$ cat src/rtl/amplitude_pkg.sv
// Shared definitions for the amplitude RAM passes: sizes, phase encodings,
// FSM state type and the unit-phase complex multiply.
package amplitude_pkg;

  localparam int NUM_QUBIT   = 4;
  localparam int COMPLEX_BIT = 24;

  localparam logic signed [1:0] PH_POS1 = 2'sd1;
  localparam logic signed [1:0] PH_NEG1 = -2'sd1;

  typedef enum logic [1:0] {ST_IDLE, ST_RUN, ST_DRAIN, ST_FIN} rd_state_e;

  // Multiply {re,im} by one of +1/-1/+i/-i. alpha_r wins over alpha_i; any
  // other code passes the sample through. Negation wraps at COMPLEX_BIT, so
  // the most negative value maps to itself. The update pass calls this with
  // the conjugate phase to undo it.
  function automatic logic [2*COMPLEX_BIT-1:0] cmul_unit_phase(
    input logic [2*COMPLEX_BIT-1:0] data,
    input logic signed [1:0]        a_r,
    input logic signed [1:0]        a_i
  );
    logic [COMPLEX_BIT-1:0] re, im, nre, nim;
    logic [2*COMPLEX_BIT-1:0] res;
    re  = data[2*COMPLEX_BIT-1:COMPLEX_BIT];
    im  = data[COMPLEX_BIT-1:0];
    nre = -re;
    nim = -im;
    if (a_r == PH_POS1)      res = {re, im};
    else if (a_r == PH_NEG1) res = {nre, nim};
    else if (a_i == PH_POS1) res = {nim, re};
    else if (a_i == PH_NEG1) res = {im, nre};
    else                     res = {re, im};
    return res;
  endfunction

endpackage

$ cat src/rtl/amplitude_phase_stream_out_if.sv
// RAM read port plus output stream of the amplitude readout block.
interface amplitude_phase_stream_out_if
  import amplitude_pkg::*;
#(
  parameter int num_qubit   = NUM_QUBIT,
  parameter int complex_bit = COMPLEX_BIT
) ();

  logic                     ram_rd_en;
  logic [num_qubit-1:0]     ram_rd_addr;
  logic [2*complex_bit-1:0] ram_rd_data;

  logic                     out_valid;
  logic                     out_ready;
  logic [2*complex_bit-1:0] out_data;
  logic [num_qubit-1:0]     out_index;
  logic                     out_last;

  modport master (
    output ram_rd_en, ram_rd_addr, input ram_rd_data,
    output out_valid, out_data, out_index, out_last, input out_ready
  );

  modport slave (
    input ram_rd_en, ram_rd_addr, output ram_rd_data,
    input out_valid, out_data, out_index, out_last, output out_ready
  );

endinterface

$ cat src/rtl/amp_skid_fifo2.sv
// Two-entry valid/ready FIFO; the head is presented directly on the outputs.
module amp_skid_fifo2 #(
  parameter int WIDTH = 8
) (
  input  logic             clk,
  input  logic             rst,
  input  logic             push,
  input  logic [WIDTH-1:0] push_data,
  input  logic             pop,
  output logic             head_valid,
  output logic [WIDTH-1:0] head_data,
  output logic [1:0]       occ
);

  logic [1:0][WIDTH-1:0] mem_q;
  logic                  wr_q, rd_q;
  logic [1:0]            occ_q;
  logic                  push_ok, pop_ok;

  assign head_valid = (occ_q != 2'd0);
  assign head_data  = mem_q[rd_q];
  assign occ        = occ_q;
  assign pop_ok     = pop & head_valid;
  assign push_ok    = push & ((occ_q != 2'd2) | pop_ok);

  // Storage, pointers and occupancy; push+pop together leaves occupancy as is.
  always_ff @(posedge clk or posedge rst) begin
    if (rst) begin
      mem_q <= '0;
      wr_q  <= 1'b0;
      rd_q  <= 1'b0;
      occ_q <= 2'd0;
    end else begin
      if (push_ok) mem_q[wr_q] <= push_data;
      wr_q  <= wr_q ^ push_ok;
      rd_q  <= rd_q ^ pop_ok;
      occ_q <= occ_q + {1'b0, push_ok} - {1'b0, pop_ok};
    end
  end

endmodule

$ cat src/rtl/amplitude_phase_stream_out.sv
// Streams the settled amplitude RAM out in index order, re-applying the
// global phase alpha, with a 2-entry skid buffer for backpressure.
module amplitude_phase_stream_out
  import amplitude_pkg::*;
#(
  parameter int num_qubit   = NUM_QUBIT,
  parameter int complex_bit = COMPLEX_BIT
) (
  input  logic                  clk,
  input  logic                  rst,
  input  logic                  start,
  input  logic [31:0]           count,
  input  logic signed [1:0]     alpha_r,
  input  logic signed [1:0]     alpha_i,
  output logic                  busy,
  output logic                  done,
  amplitude_phase_stream_out_if.master bus
);

  localparam int DW = 2*complex_bit;
  localparam int PW = num_qubit + 1;
  localparam int FW = 1 + num_qubit + DW;
  localparam logic [PW-1:0] MAX_CNT = {1'b1, {num_qubit{1'b0}}};

  rd_state_e              state_q, state_d;
  logic [PW-1:0]          rd_ptr_q, cnt_q, cnt_in;
  logic signed [1:0]      ar_q, ai_q;
  logic                   infl_q, infl_last_q;
  logic [num_qubit-1:0]   infl_idx_q;
  logic                   rd_en, pop;
  logic [1:0]             occ;
  logic [2:0]             pend;
  logic [FW-1:0]          push_data, head;

  assign cnt_in = (count > 32'(MAX_CNT)) ? MAX_CNT : count[PW-1:0];
  assign pop    = bus.out_valid & bus.out_ready;
  // Slots still needed after this cycle's pop: never let buffer + in-flight exceed 2.
  assign pend   = {1'b0, occ} + {2'b0, infl_q} - {2'b0, pop};

  assign bus.ram_rd_en   = rd_en;
  assign bus.ram_rd_addr = rd_ptr_q[num_qubit-1:0];
  assign busy = (state_q != ST_IDLE);
  assign done = (state_q == ST_FIN);

  // Next state and read issue.
  always_comb begin
    state_d = state_q;
    rd_en   = 1'b0;
    unique case (state_q)
      ST_IDLE:  if (start) state_d = (cnt_in == '0) ? ST_FIN : ST_RUN;
      ST_RUN: begin
        if (rd_ptr_q == cnt_q) state_d = ST_DRAIN;
        else if (pend < 3'd2) begin
          rd_en = 1'b1;
          if (rd_ptr_q == cnt_q - 1'b1) state_d = ST_DRAIN;
        end
      end
      ST_DRAIN: if ((pop && bus.out_last) || (occ == 2'd0 && !infl_q)) state_d = ST_FIN;
      ST_FIN:   state_d = ST_IDLE;
      default:  state_d = ST_IDLE;
    endcase
  end

  // State register.
  always_ff @(posedge clk or posedge rst) begin
    if (rst) state_q <= ST_IDLE;
    else     state_q <= state_d;
  end

  // Pass parameters, read pointer and tag of the read in flight.
  always_ff @(posedge clk or posedge rst) begin
    if (rst) begin
      cnt_q       <= '0;
      ar_q        <= '0;
      ai_q        <= '0;
      rd_ptr_q    <= '0;
      infl_q      <= 1'b0;
      infl_idx_q  <= '0;
      infl_last_q <= 1'b0;
    end else begin
      if (state_q == ST_IDLE && start) begin
        cnt_q    <= cnt_in;
        ar_q     <= alpha_r;
        ai_q     <= alpha_i;
        rd_ptr_q <= '0;
      end else if (rd_en) begin
        rd_ptr_q <= rd_ptr_q + 1'b1;
      end
      infl_q <= rd_en;
      if (rd_en) begin
        infl_idx_q  <= rd_ptr_q[num_qubit-1:0];
        infl_last_q <= (rd_ptr_q == cnt_q - 1'b1);
      end
    end
  end

  assign push_data = {infl_last_q, infl_idx_q, cmul_unit_phase(bus.ram_rd_data, ar_q, ai_q)};

  amp_skid_fifo2 #(.WIDTH(FW)) u_fifo (
    .clk        (clk),
    .rst        (rst),
    .push       (infl_q),
    .push_data  (push_data),
    .pop        (pop),
    .head_valid (bus.out_valid),
    .head_data  (head),
    .occ        (occ)
  );

  assign {bus.out_last, bus.out_index, bus.out_data} = head;

endmodule

$ cat src/flat_wrapper.sv
// flat-port wrapper written by rule: the top's interface ports become plain ports
module amplitude_phase_stream_out_flat import amplitude_pkg::*;
#(
  parameter int num_qubit   = NUM_QUBIT,
  parameter int complex_bit = COMPLEX_BIT
)
  (clk, rst, start, count, alpha_r, alpha_i, busy, done, bus_ram_rd_en, bus_ram_rd_addr, bus_ram_rd_data, bus_out_valid, bus_out_data, bus_out_index, bus_out_last, bus_out_ready);
  amplitude_phase_stream_out_if #(.num_qubit(num_qubit), .complex_bit(complex_bit)) bus_i ();
  input  logic clk;
  input  logic rst;
  input  logic start;
  input  logic [31:0] count;
  input  logic signed [1:0] alpha_r;
  input  logic signed [1:0] alpha_i;
  output logic busy;
  output logic done;
  output wire logic [$bits(bus_i.ram_rd_en)-1:0] bus_ram_rd_en;
  output wire logic [$bits(bus_i.ram_rd_addr)-1:0] bus_ram_rd_addr;
  input wire logic [$bits(bus_i.ram_rd_data)-1:0] bus_ram_rd_data;
  output wire logic [$bits(bus_i.out_valid)-1:0] bus_out_valid;
  output wire logic [$bits(bus_i.out_data)-1:0] bus_out_data;
  output wire logic [$bits(bus_i.out_index)-1:0] bus_out_index;
  output wire logic [$bits(bus_i.out_last)-1:0] bus_out_last;
  input wire logic [$bits(bus_i.out_ready)-1:0] bus_out_ready;
  assign bus_ram_rd_en = bus_i.ram_rd_en;
  assign bus_ram_rd_addr = bus_i.ram_rd_addr;
  assign bus_i.ram_rd_data = bus_ram_rd_data;
  assign bus_out_valid = bus_i.out_valid;
  assign bus_out_data = bus_i.out_data;
  assign bus_out_index = bus_i.out_index;
  assign bus_out_last = bus_i.out_last;
  assign bus_i.out_ready = bus_out_ready;
  amplitude_phase_stream_out #(.num_qubit(num_qubit), .complex_bit(complex_bit)) u_core (.clk(clk), .rst(rst), .start(start), .count(count), .alpha_r(alpha_r), .alpha_i(alpha_i), .busy(busy), .done(done), .bus(bus_i));
endmodule
$ cat config.mk
export PLATFORM = sky130hd
export DESIGN_NAME = amplitude_phase_stream_out_flat
export DESIGN_NICKNAME = d
export VERILOG_FILES = /design/src/rtl/amplitude_pkg.sv /design/src/rtl/amplitude_phase_stream_out_if.sv /design/src/rtl/amp_skid_fifo2.sv /design/src/rtl/amplitude_phase_stream_out.sv /design/src/flat_wrapper.sv
export SDC_FILE = /design/constraint.sdc
export NUM_CORES = 1
export LEC_CHECK = 0
export CORE_MARGIN = 1.5
export CORE_UTILIZATION = 30
export DETAILED_ROUTE_END_ITERATION = 10
export GPL_ROUTABILITY_DRIVEN = 0
export MAX_ROUTING_LAYER = met4
export SYNTH_ARGS = -nofsm -noshare
export SYNTH_HDL_FRONTEND = slang
export SYNTH_SLANG_ARGS = --single-unit
$ cat constraint.sdc
create_clock -name clk -period 5.83 [get_ports clk]
set_clock_uncertainty 0.05 [all_clocks]
set_input_delay 1.166 -clock clk [delete_from_list [all_inputs] [get_ports clk]]
set_output_delay 1.166 -clock clk [all_outputs]
set_load 0.02 [all_outputs]
==> impl_metrics.py <==
metrics = {
    "clock_tree": {
        "ctsLongestPathBuffers": 2,
        "cts_setup_buffers": 0,
        "clock_latency_ns": 0.44,
        "cts.clk_slew.worst_paths_ns": 0.06,
        "htreeDepth": 4,
        "cts_hold_buf": 0,
        "cts.sinks": 132,
        "root_buffer": "clkbuf_16",
        "cts.repair.resized": 0,
        "cts_buffers": 17,
        "cts_tree": "built",
    },
    "placed_design": {
        "dp_slack_ns": 0.667,
        "dp_hpwl_um": 19700,
        "io_buffers": 148,
    },
    "route": {
        "dr.pass1.iters": 5,
        "ant_nets": 0,
        "drt_iter0_markers": 603,
        "vias": 8091,
        "drc": 0,
        "routedWlPerCell_um": 18.3,
        "finalWirelength_um": 27700,
        "routed_via_density": 5.34,
    },
    "cells_and_area": {
        "fill_cells": 3061,
        "ff_latch_area_um2": 3310,
        "antenna_cells": 0,
        "multi_input_area_um2": 5170,
        "drive_gt1_frac": 0.143,
        "finalNetCount": 1215,
        "area_growth_pct": 25.4,
    },
    "yosys": {
        "ys_seq_area_frac": 0.365,
        "synth_seq_cells": 132,
        "avgSynthCellArea_um2": 8.88,
        "synthCells": 1019,
        "ys_types": 71,
        "synthesis.nets": 1122,
        "synth_ff_type": "dfrtp_1",
        "synthArstFlopShare": 1.00,
        "synth_edf_count": 0,
        "syn-cell-area_um2": 9050,
        "yosys_warnings": 0,
    },
    "sta": {
        "period_share": 0.881,
        "finalWorstSetupSlack_ns": 0.693,
        "rsz0062_at_grt": "false",
        "tightest_slew_ns": 1.09,
        "setup_viol": 0,
        "hold_viol_final": 0,
        "fin_tns_setup_ns": 0,
        "max-slew-margin-rel": 0.270,
        "drv_slew": 0,
        "max_clock_freq_ghz": 0.195,
        "min_period_ns": 5.14,
    },
    "global_routing": {
        "grt_max_degree": 83,
        "grt.overflow.total": 0,
        "grt_pass1_wl_um": 43700,
        "grt_pass1_vias": 7790,
        "grt_usage": 0.185,
        "grt_antenna_before_repair": 0,
    },
    "setup_path": {
        "r2r_cells": 13,
        "crit_path_cell_trace": "clkdlybuf4s50_1, nand2_1, inv_1, ha_1, nand2b_1, fa_1, xnor2_1, nand3_1, clkinv_1, clkdlybuf4s50_1",
        "crit_required_ns": 4.61,
        "slowest_stage": "clkdlybuf4s50_1",
        "r2r-start": "u_core.u_fifo.occ[1]",
        "cp_num_buf_inv": 4,
        "path_class": "input pin to output port",
        "worst_setup_path_end_kind": "output port",
        "critPathTopFamily": "buffers and inverters",
        "cp_max_fo": 10,
        "reg2reg_to": "u_core.rd_ptr_q[4]",
        "crit_path_max_incr_delay_ns": 0.63,
        "crit_arrival_ns": 3.92,
        "timing.critical_path.from_type": "input pin",
        "crit_top_cell": "clkdlybuf4s50_1",
        "r2r_slack_ns": 2.63,
    },
    "worst_hold_path": {
        "min_path_cells": 2,
        "hold_end": "u_core.infl_idx_q[2]",
        "worstHoldPathType": "register to register",
        "hold_start": "u_core.infl_idx_q[2]",
    },
    "floorplan": {
        "start_util": 0.305,
        "rows": 63,
        "die_w_um": 177,
        "fp.coreArea_um2": 29600,
        "die_area_um2": 31200,
        "ioPinCount": 149,
        "die_h_um": 177,
    },
    "pwr": {
        "p_int_mw": 3.53,
        "p_seq_frac": 0.267,
        "clkPwrFrac": 0.176,
        "p_sw_mw": 2.70,
        "total_leakage_power_nw": 4.57,
        "ir_drop_uv": 291,
        "comb_power_share": 0.557,
        "swShare": 0.434,
        "p_per_area_nw_per_um2": 549,
    },
    "job": {
        "maxCapViolCount": 0,
    },
    "run_status": {
        "outcome": "finished, final reports clean",
    },
}
[power groups by stage]
stage / clock, mW / sequential, mW / combinational, mW
after floorplan: 0 / 1.49 / 2.41
after global placement: 0 / 1.65 / 3.45
after detailed placement: 0 / 1.67 / 3.48
after CTS: 1.12 / 1.66 / 3.51
after global routing: 1.17 / 1.72 / 3.78
final: 1.10 / 1.66 / 3.47
[placed cells by master, fill, tap and decap left out, drive strengths merged, types with 23 or more instances in the layout]
cell type and instances:
clkdlybuf4s50 148, xnor2 38, o21ai 42, dfrtp 132
nor3 26, inv 42, nand2 71, nor2 108
a21oi 89, xor2 25, o31ai 23, mux2 92
[Yosys cell counts (all sizes together) (3+ instances only)]
cell type / instances / share of area
a221o: 6 / 0.0066
o31ai: 23 / 0.019
a22o: 4 / 0.0039
clkinv: 3 / 0.0012
o21ai: 42 / 0.023
or3: 13 / 0.0091
and3: 11 / 0.0076
a311oi: 8 / 0.0077
a21oi: 89 / 0.049
nand3b: 4 / 0.0033
a41oi: 3 / 0.0029
o221ai: 6 / 0.0058
nor2: 108 / 0.045
nand3: 17 / 0.0094
mux2: 92 / 0.11
o211ai: 4 / 0.0033
nand2b: 11 / 0.0076
ha: 14 / 0.019
or4: 10 / 0.0091
nand4: 6 / 0.0041
a31oi: 12 / 0.0083
o311ai: 3 / 0.0029
nand2: 71 / 0.029
o41ai: 7 / 0.011
clkbuf: 62 / 0.027
nor4: 19 / 0.015
nor3: 26 / 0.015
a211o: 6 / 0.0058
mux2i: 15 / 0.017
and2: 4 / 0.0028
buf: 30 / 0.021
inv: 35 / 0.015
nor2b: 9 / 0.0062
nor3b: 3 / 0.0025
a32oi: 3 / 0.0029
xnor2: 38 / 0.037
a211oi: 19 / 0.016
xor2: 25 / 0.024
dfrtp: 132 / 0.36
[through the flow]
stage          power [mW]  utilization  hold WS (ns)  cells  cell area [µm²]
2_1_floorplan        3.90            -         0.407   1019             9050
6_report             6.23        0.383         0.448   1515            11400
4_1_cts              6.29        0.383         0.454   1515            11400
5_1_grt              6.67        0.383         0.470   1515            11400
3_3_place_gp         5.10        0.363         0.433   1483            10700
3_5_place_dp         5.15        0.363         0.435   1483            10700
[worst max path at each step]
stage / slack [ns] / endpoint / from / depth (start not counted)
2_1_floorplan: 1.09 / u_core.ai_q[0] / rst / 1
3_3_place_gp: 0.71 / bus_ram_rd_en / bus_out_ready / 10
3_5_place_dp: 0.67 / bus_ram_rd_en / bus_out_ready / 10
4_1_cts: 0.66 / bus_ram_rd_en / bus_out_ready / 10
5_1_grt: 0.54 / bus_ram_rd_en / bus_out_ready / 10
6_report: 0.69 / bus_ram_rd_en / bus_out_ready / 10
[logic make-up after synthesis]
group	after synthesis	synth area share
XOR/XNOR	63	0.0610
multiplexers	107	0.131
buffers and inverters	131	0.0642
AO/OA/AOI/OAI	250	0.183
flip-flops	132	0.365
AND/OR/NAND/NOR	321	0.174
adder cells (fa/ha/maj)	15	0.0216
[final cells by class]
type                            count  share of cell area
Clock buffer                       18              0.0387
Sequential cell                   132               0.291
Tap cell                          390              0.0430
Inverter                           38              0.0128
Multi-Input combinational cell    756               0.456
Timing Repair Buffer              167               0.144
Clock inverter                     14              0.0145
[routing by layer]
metal / vias to the layer above / wire length [µm] / GRT usage
met5: - / 0 / -
met1: 3932 / 12600 / 0.243
met3: 29 / 1410 / 0.0288
li1: 3859 / - / -
met2: 271 / 13100 / 0.294
met4: 0 / 544 / 0.0526
[registers in the layout (all words and copies together), names as in the netlist]
| name | flops |
|---|---|
| u_core.infl_q | 1 |
| u_core.cnt_q | 5 |
| u_core.u_fifo.occ | 2 |
| u_core.ar_q | 2 |
| u_core.state_q | 2 |
| u_core.u_fifo.wr_q | 1 |
| u_core.ai_q | 2 |
| u_core.infl_last_q | 1 |
| u_core.infl_idx_q | 4 |
| u_core.rd_ptr_q | 5 |
| u_core.u_fifo.mem_q | 106 |
| u_core.u_fifo.rd_q | 1 |
[worst min-delay path: cells and delay by family (launching register included)]
family | cells | cell delay, ns
flops | 1 | 0.36
simple gates | 2 | 0.10
Note: power is estimated with default switching activity, not from simulation.
